## config.mk

```make
export PLATFORM = sky130hd
export DESIGN_NAME = riscv_div_unit
export DESIGN_NICKNAME = d
export VERILOG_FILES = /design/src/rtl/riscv_pkg.sv /design/src/rtl/div_sub_step.sv /design/src/rtl/riscv_div_unit.sv
export SDC_FILE = /design/constraint.sdc
export NUM_CORES = 1
export LEC_CHECK = 0
export BUFFER_PORTS_ARGS = -buffer_cell sky130_fd_sc_hd__buf_4
export CORE_ASPECT_RATIO = 1.4
export CORE_MARGIN = 1.5
export CORE_UTILIZATION = 55
export DETAILED_ROUTE_END_ITERATION = 8
export GPL_TIMING_DRIVEN = 0
export PLACE_DENSITY = 0.84
export SYNTH_ARGS = -nofsm -noshare
export SYNTH_HDL_FRONTEND = slang
export SYNTH_SLANG_ARGS = --single-unit
```

## constraint.sdc

```tcl
create_clock -name clk -period 9.6 [get_ports clk]
set_input_delay 0.48 -clock clk [delete_from_list [all_inputs] [get_ports clk]]
set_output_delay 0.48 -clock clk [all_outputs]
set_load 0.02 [all_outputs]
```

## src/rtl/riscv_pkg.sv

```systemverilog
// Shared constants for the RV32M divide unit: op codes, FSM encoding, default width.
package riscv_pkg;

  localparam int XLEN_DEFAULT = 32;

  // funct3[1:0] of DIV/DIVU/REM/REMU
  localparam logic [1:0] DIV_OP_DIV  = 2'b00;
  localparam logic [1:0] DIV_OP_DIVU = 2'b01;
  localparam logic [1:0] DIV_OP_REM  = 2'b10;
  localparam logic [1:0] DIV_OP_REMU = 2'b11;

  typedef enum logic [1:0] {
    DIV_IDLE = 2'd0,
    DIV_CALC = 2'd1,
    DIV_FIX  = 2'd2,
    DIV_DONE = 2'd3
  } div_state_e;

endpackage

```

## src/rtl/div_sub_step.sv

```systemverilog
// One combinational restoring-division step: shift in the next dividend bit,
// trial-subtract the divisor, keep the difference only when it did not borrow.
module div_sub_step #(
  parameter int XLEN = 32
) (
  input  logic [XLEN-1:0] rem_i,
  input  logic            bit_i,
  input  logic [XLEN-1:0] divisor_i,
  output logic [XLEN-1:0] rem_o,
  output logic            quo_bit_o
);

  logic [XLEN:0] shifted;
  logic [XLEN:0] trial;

  // The shifted remainder keeps its carry-out bit so divisors above 2^(XLEN-1) stay exact.
  assign shifted   = {rem_i, bit_i};
  assign trial     = shifted - {1'b0, divisor_i};
  assign quo_bit_o = ~trial[XLEN];
  assign rem_o     = quo_bit_o ? trial[XLEN-1:0] : shifted[XLEN-1:0];

endmodule

```

## src/rtl/riscv_div_unit.sv

```systemverilog
// Iterative restoring divider for RV32M DIV/DIVU/REM/REMU, one quotient bit per clock,
// with start/done handshake, flush abort and single-cycle special-case bypass.
module riscv_div_unit
  import riscv_pkg::*;
#(
  parameter int XLEN = XLEN_DEFAULT
) (
  input  logic            clk,
  input  logic            rst_n,
  input  logic            start,
  input  logic            flush,
  input  logic [1:0]      op,
  input  logic [XLEN-1:0] dividend,
  input  logic [XLEN-1:0] divisor,
  output logic            busy,
  output logic            done,
  output logic [XLEN-1:0] result
);

  localparam int CNT_W = $clog2(XLEN) + 1;

  div_state_e      state_q, state_d;
  logic            sel_rem_q, sel_rem_d;
  logic            neg_a_q, neg_a_d;
  logic            neg_b_q, neg_b_d;
  logic            special_q, special_d;
  logic [CNT_W-1:0] cnt_q, cnt_d;
  logic [XLEN-1:0] rem_q, rem_d;
  logic [XLEN-1:0] quo_q, quo_d;
  logic [XLEN-1:0] dvs_q, dvs_d;
  logic [XLEN-1:0] result_q, result_d;

  logic [XLEN-1:0] step_rem;
  logic            step_bit;
  logic            is_signed;

  div_sub_step #(.XLEN(XLEN)) u_step (
    .rem_i     (rem_q),
    .bit_i     (quo_q[XLEN-1]),
    .divisor_i (dvs_q),
    .rem_o     (step_rem),
    .quo_bit_o (step_bit)
  );

  assign is_signed = ~op[0];

  always_comb begin
    state_d   = state_q;
    sel_rem_d = sel_rem_q;
    neg_a_d   = neg_a_q;
    neg_b_d   = neg_b_q;
    special_d = special_q;
    cnt_d     = cnt_q;
    rem_d     = rem_q;
    quo_d     = quo_q;
    dvs_d     = dvs_q;
    result_d  = result_q;
    if (flush) begin
      state_d = DIV_IDLE;
    end else begin
      unique case (state_q)
        DIV_IDLE: if (start) begin
          sel_rem_d = op[1];
          neg_a_d   = is_signed & dividend[XLEN-1];
          neg_b_d   = is_signed & divisor[XLEN-1];
          quo_d     = neg_a_d ? -dividend : dividend;
          dvs_d     = neg_b_d ? -divisor : divisor;
          rem_d     = '0;
          cnt_d     = CNT_W'(XLEN);
          special_d = 1'b0;
          state_d   = DIV_CALC;
          // Special results are parked in quo_q and passed through FIX untouched.
          if (divisor == '0) begin
            special_d = 1'b1;
            quo_d     = op[1] ? dividend : '1;
            state_d   = DIV_FIX;
          end else if (is_signed && dividend == {1'b1, {(XLEN-1){1'b0}}} && divisor == '1) begin
            special_d = 1'b1;
            quo_d     = op[1] ? '0 : dividend;
            state_d   = DIV_FIX;
          end
        end
        DIV_CALC: begin
          rem_d = step_rem;
          quo_d = {quo_q[XLEN-2:0], step_bit};
          cnt_d = cnt_q - CNT_W'(1);
          if (cnt_q == CNT_W'(1)) state_d = DIV_FIX;
        end
        DIV_FIX: begin
          if (special_q)      result_d = quo_q;
          else if (sel_rem_q) result_d = neg_a_q ? -rem_q : rem_q;
          else                result_d = (neg_a_q ^ neg_b_q) ? -quo_q : quo_q;
          state_d = DIV_DONE;
        end
        default: state_d = DIV_IDLE;
      endcase
    end
  end

  always_ff @(posedge clk) begin
    if (!rst_n) begin
      state_q   <= DIV_IDLE;
      sel_rem_q <= 1'b0;
      neg_a_q   <= 1'b0;
      neg_b_q   <= 1'b0;
      special_q <= 1'b0;
      cnt_q     <= '0;
      rem_q     <= '0;
      quo_q     <= '0;
      dvs_q     <= '0;
      result_q  <= '0;
    end else begin
      state_q   <= state_d;
      sel_rem_q <= sel_rem_d;
      neg_a_q   <= neg_a_d;
      neg_b_q   <= neg_b_d;
      special_q <= special_d;
      cnt_q     <= cnt_d;
      rem_q     <= rem_d;
      quo_q     <= quo_d;
      dvs_q     <= dvs_d;
      result_q  <= result_d;
    end
  end

  assign busy   = (state_q == DIV_CALC) || (state_q == DIV_FIX);
  assign done   = (state_q == DIV_DONE);
  assign result = result_q;

endmodule
```

# Yosys cells after proc, flatten, opt, wreduce, memory -nomap -nowiden
# Cells that the tools add are included.
# totals
ff_bits	140
inputBits	70
out_inout_bits	34
elab_cells	66
# classes
n_addsub	6
n_eq_ne	8
n_mux	24
bitwise_logic	7
n_reduce_logical	11
# op_table
cell	count
2-to-1 mux 32 bit	13
negation 32 bit	4
one-hot mux 32 bit (2 select lines)	2
== test 32 bit, second input constant	2
subtractor 33 x 32 -> 33 bit	1
logical NOT 32 bit	1
one-hot mux 6 bit (2 select lines)	1
2-to-1 mux 2 bit	4
== test 6 x 1 -> 1 bit, second input constant	1
2-to-1 mux 6 bit	1
one-hot mux 2 bit (3 select lines)	1
AND reduction 3 bit	2
subtractor 6 x 1 -> 6 bit, second input constant	1
== test 2 bit, second input constant	2
inequality test 2 bit, second input constant	2
NOT 1 bit	4
AND reduction 2 bit	2
bitwise AND 1 bit	2
== test 2 x 1 -> 1 bit, second input constant	1
logical AND 1 bit	2
logical NOT 2 bit	1
2-to-1 mux 1 bit	2
nonzero test 2 bit	1
OR reduction 2 bit	1
2 further kinds	2

# Longest topological paths before layout
# depth
depth_word	7
depth_mapped	14
mapped_depth_nobuf	12

# Modules after synthesis
# A second synthesis with hierarchy kept.
# unflattened
hier_cells	1476
hier_area_um2	11164.5
# modules_own_cells
mod	instances	cells_each	area_per_inst_um2	seq_area_each_um2
riscv_div_unit	1	1170	8798.4	2802.7
div_sub_step	1	306	2366.0	0.0

# Worst setup path after synthesis
# Ideal clock, no wire load.
# synth_path
kind	flip-flop to flip-flop
start	reg quo_q[31]
end	reg quo_q[0]
setup_ns	0.120
arrival_ns	2.881
slack_ns	6.599
path_stages_with_launch	14
synth_period_minus_slack_ns	3.001
cell_sequence	dfxtp_1 > inv_1 > ha_1 > fa_1 > nand2b_1 > a21oi_1 > o32a_1 > o211ai_1 > and4_1 > or3_1 > buf_2 > buf_2 > a211oi_1 > nor2_1
# synth_via
elab_chain_len	3
# synth_lines
item	line_no	rtl
from (decl)	riscv_div_unit.sv:29	logic [XLEN-1:0] quo_q, quo_d;
from (signal assigned)	riscv_div_unit.sv:120	quo_q <= quo_d;
subtractor 33 x 32 -> 33 bit	div_sub_step.sv:18	assign trial = shifted - {1'b0, divisor_i};
NOT 1 bit	div_sub_step.sv:19	assign quo_bit_o = ~trial[XLEN];
one-hot mux 32 bit (2 select lines)	riscv_div_unit.sv:61	unique case (state_q)
# No other way between the ends.
# A chain may end at the register's enable or synchronous reset.

# Final worst setup path
# layout_path
start	reg quo_q[31]
end	reg rem_q[28]
# layout_via
elab_chain_len	3
# layout_lines
item	line_no	rtl
subtractor 33 x 32 -> 33 bit	div_sub_step.sv:18	
2-to-1 mux 32 bit	div_sub_step.sv:20	assign rem_o = quo_bit_o ? trial[XLEN-1:0] : shifted[XLEN-1:0];
one-hot mux 32 bit (2 select lines)	riscv_div_unit.sv:61	
to (signal assigned)	riscv_div_unit.sv:119	rem_q <= rem_d;
to (decl)	riscv_div_unit.sv:28	logic [XLEN-1:0] rem_q, rem_d;
# No other way between the ends.

==> results.cfg <==
[yosys]
syn_nets = 1626
postSynthCellCount = 1511
synth-seq-cells = 140
synth-seq-area-share_pct = 25.2
ys_top_cells_by_area = dfxtp_1 (25%), o21ai_0 (6.7%), a21oi_1 (6.6%), nand2_1 (5.7%), ha_1 (5.0%)
ys_warn_count = 0
ys_async_sr_fraction_pct = 0
ys.flop_type = dfxtp_1
ys_types = 76
synth.most_common_cell = nand2_1
synth_edf_count = 0
synth_top_cell_by_area = dfxtp_1
synth_area_sq_um = 11100
synthTopCellsByCount = nand2_1 (169), o21ai_0 (149), a21oi_1 (147), dfxtp_1 (140), nor2_1 (101)
synth_top_area_share_pct = 25.2
syn_area_per_cell_sq_um = 7.35

[sta]
hold_viol = 0
fmaxAchievable_mhz = 250
finalMaxSlewViolations = 0
clock_skew_ps = 12.4
min_period_ps = 4000
finalCritPeriodShare_pct = 41.7
worst_pin_slew_ps = 806
slew_headroom_pct = 45.8
setup_violations = 0
rsz0062_at_grt = false
setup_tns_ps = 0

[global_route]
grt_pass1_wl_mm = 62.4
grt_overflow = 0
antenna_found_initial = 0
grt_pass1_vias = 11700
grt_max_degree = 17
grt_use_total_pct = 38.6

[die]
die-height_um = 171
coreArea_sq_um = 19800
floorplan.die_area_sq_um = 21100
initial_core_util_pct = 56.0
rows = 61
io_pins = 104
die_width_um = 123

[cts]
clk-insertion-delay-late_ps = 440
post_cts_buffers = 0
cts_hold_buf = 0
clock_path_buffers = 2
cts_tree = yes
h-tree-depth = 4
clk_pin_slew_ps = 70
cts_root_buffer = clkbuf_16
numCtsBuffers = 17
clkSinkCount = 140
ctsResizeCount = 0

[final_layout]
nNetsFinal = 1746
final_cells = 1896
drive_gt1_share_pct = 10.4
diodes = 0
final_core_util_pct = 64.7
synthToLayoutAreaGrowth_pct = 15.5

[route]
drtIter0Drc = 1265
vias = 12500
firstDrtPassIters = 8
wl_mm = 40.4
drt-wirelength-per-cell_um = 21.3
via_per_inst = 6.60
ant_nets = 0
drc = 0

[pwr]
ir_worst_vdd_v = 0.000117
power_density_nw_per_um2 = 139
p_leak_uw = 0.00532
p_total_uw = 1780

[hold_path]
min_to = dvs_q[0]
hold_path_class = in2reg
hold_start = divisor[0]
whs_path_depth = 3

[critical_path]
cp.arrival_ps = 4330
reg2reg_from = quo_q[31]
reg2regPathDepth = 12
crit_path_end_kind = flip-flop
regToRegSetupSlack_ps = 5600
path_class = reg2reg
critPathMaxFanout = 10
crit_chain = inv_1, ha_1, fa_1, nand2b_1, a21oi_1, o32a_1, o211ai_1, and4_1, nor3_1, clkbuf_1, o21ai_0, a22o_1
cpMaxStageDelayCell = dfxtp_1
worstSetupStartpoint = quo_q[31]
timing.rr.end = rem_q[28]
required_ps = 9930
crit_path_start_kind = flip-flop
cp_slowest_stage_delay_ps = 470

[flow_run]
maxCapViolCount = 0

[placement]
portBuffers = 101
gp_congestion = 0.992
dp_hpwl_mm = 31.2
placed_cells = 1864

[outcome]
status = finished, final reports clean
==> critical path, delay by kind of cell (launching register included) <==
family,cells,cell delay (ps)
fa+ha+maj,2,670
flops,1,470
compound gates,5,1280
buf+inv,2,600
simple gates,3,860
==> kinds of logic after synthesis <==
group | Yosys count | synth area share (%)
xor gates and xnor gates | 94 | 7.41
AOI/OAI and AO/OA | 535 | 30.8
and+or+nand+nor | 507 | 23.1
DFF | 140 | 25.2
buffers and inverters | 162 | 5.81
adders and majority gates | 45 | 5.13
muxes | 28 | 2.53
==> metal layers <==
layer / global-route usage [%] / wire (um) / vias to the layer above
met4: 29.6 / 3520 / 0
met3: 6.13 / 2870 / 190
met1: 42.7 / 14600 / 5879
li1: - / - / 5791
met2: 65.7 / 19400 / 651
met5: 0 / 0 / -
==> metrics by stage <==
stage	hold slack, ps	instance area (sq um)	worst slack [ps]
CTS	337	12800	5700
global route	345	12800	5500
detailed placement	458	12200	5760
global placement	446	12200	5830
finish	343	12800	5600
floorplan	441	11100	6600
==> cell type report <==
type	count	area, sq um
multi-input cells	1209	7660
fillers	1768	7000
flip-flops and latches	140	2800
repair buffers	101	758
clock buffers	17	425
plain buffers	99	409
well taps	252	315
inverters	63	236
clock inverters	15	229
==> state kept, by name, summed over array words and instances, names as in the netlist <==
| signal | flops |
|---|---|
| cnt_q | 6 |
| dvs_q | 32 |
| neg_a_q | 1 |
| neg_b_q | 1 |
| quo_q | 32 |
| rem_q | 32 |
| result | 32 |
| sel_rem_q | 1 |
| special_q | 1 |
| state_q | 2 |
==> cell usage in the layout, fill, tap and decap left out, types with 18 or more instances in the layout <==
cell type  instances
nand2_1          169
o21ai_0          149
a21oi_1          147
dfxtp_1          140
buf_4            102
nor2_1           101
clkbuf_1          81
inv_1             62
xnor2_1           51
ha_1              44
xor2_1            43
nor3_1            43
mux2i_1           27
o211a_1           24
and3_1            23
o31ai_1           22
nand2b_1          21
nand3_1           21
a31oi_1           21
or4_1             18
==> worst max-delay path by stage <==
stage / endpoint / slack, ps
5_1_grt: rem_q[16] / 5500
2_1_floorplan: quo_q[0] / 6600
3_5_place_dp: rem_q[10] / 5760
6_report: rem_q[28] / 5600
3_3_place_gp: rem_q[28] / 5830
4_1_cts: rem_q[28] / 5700
==> where the power goes <==
group / internal, uW / switching [uW]
combinational: 151 / 250
clock: 446 / 300
sequential: 606 / 28.0
No activity file was read; power rests on OpenSTA's default activity.
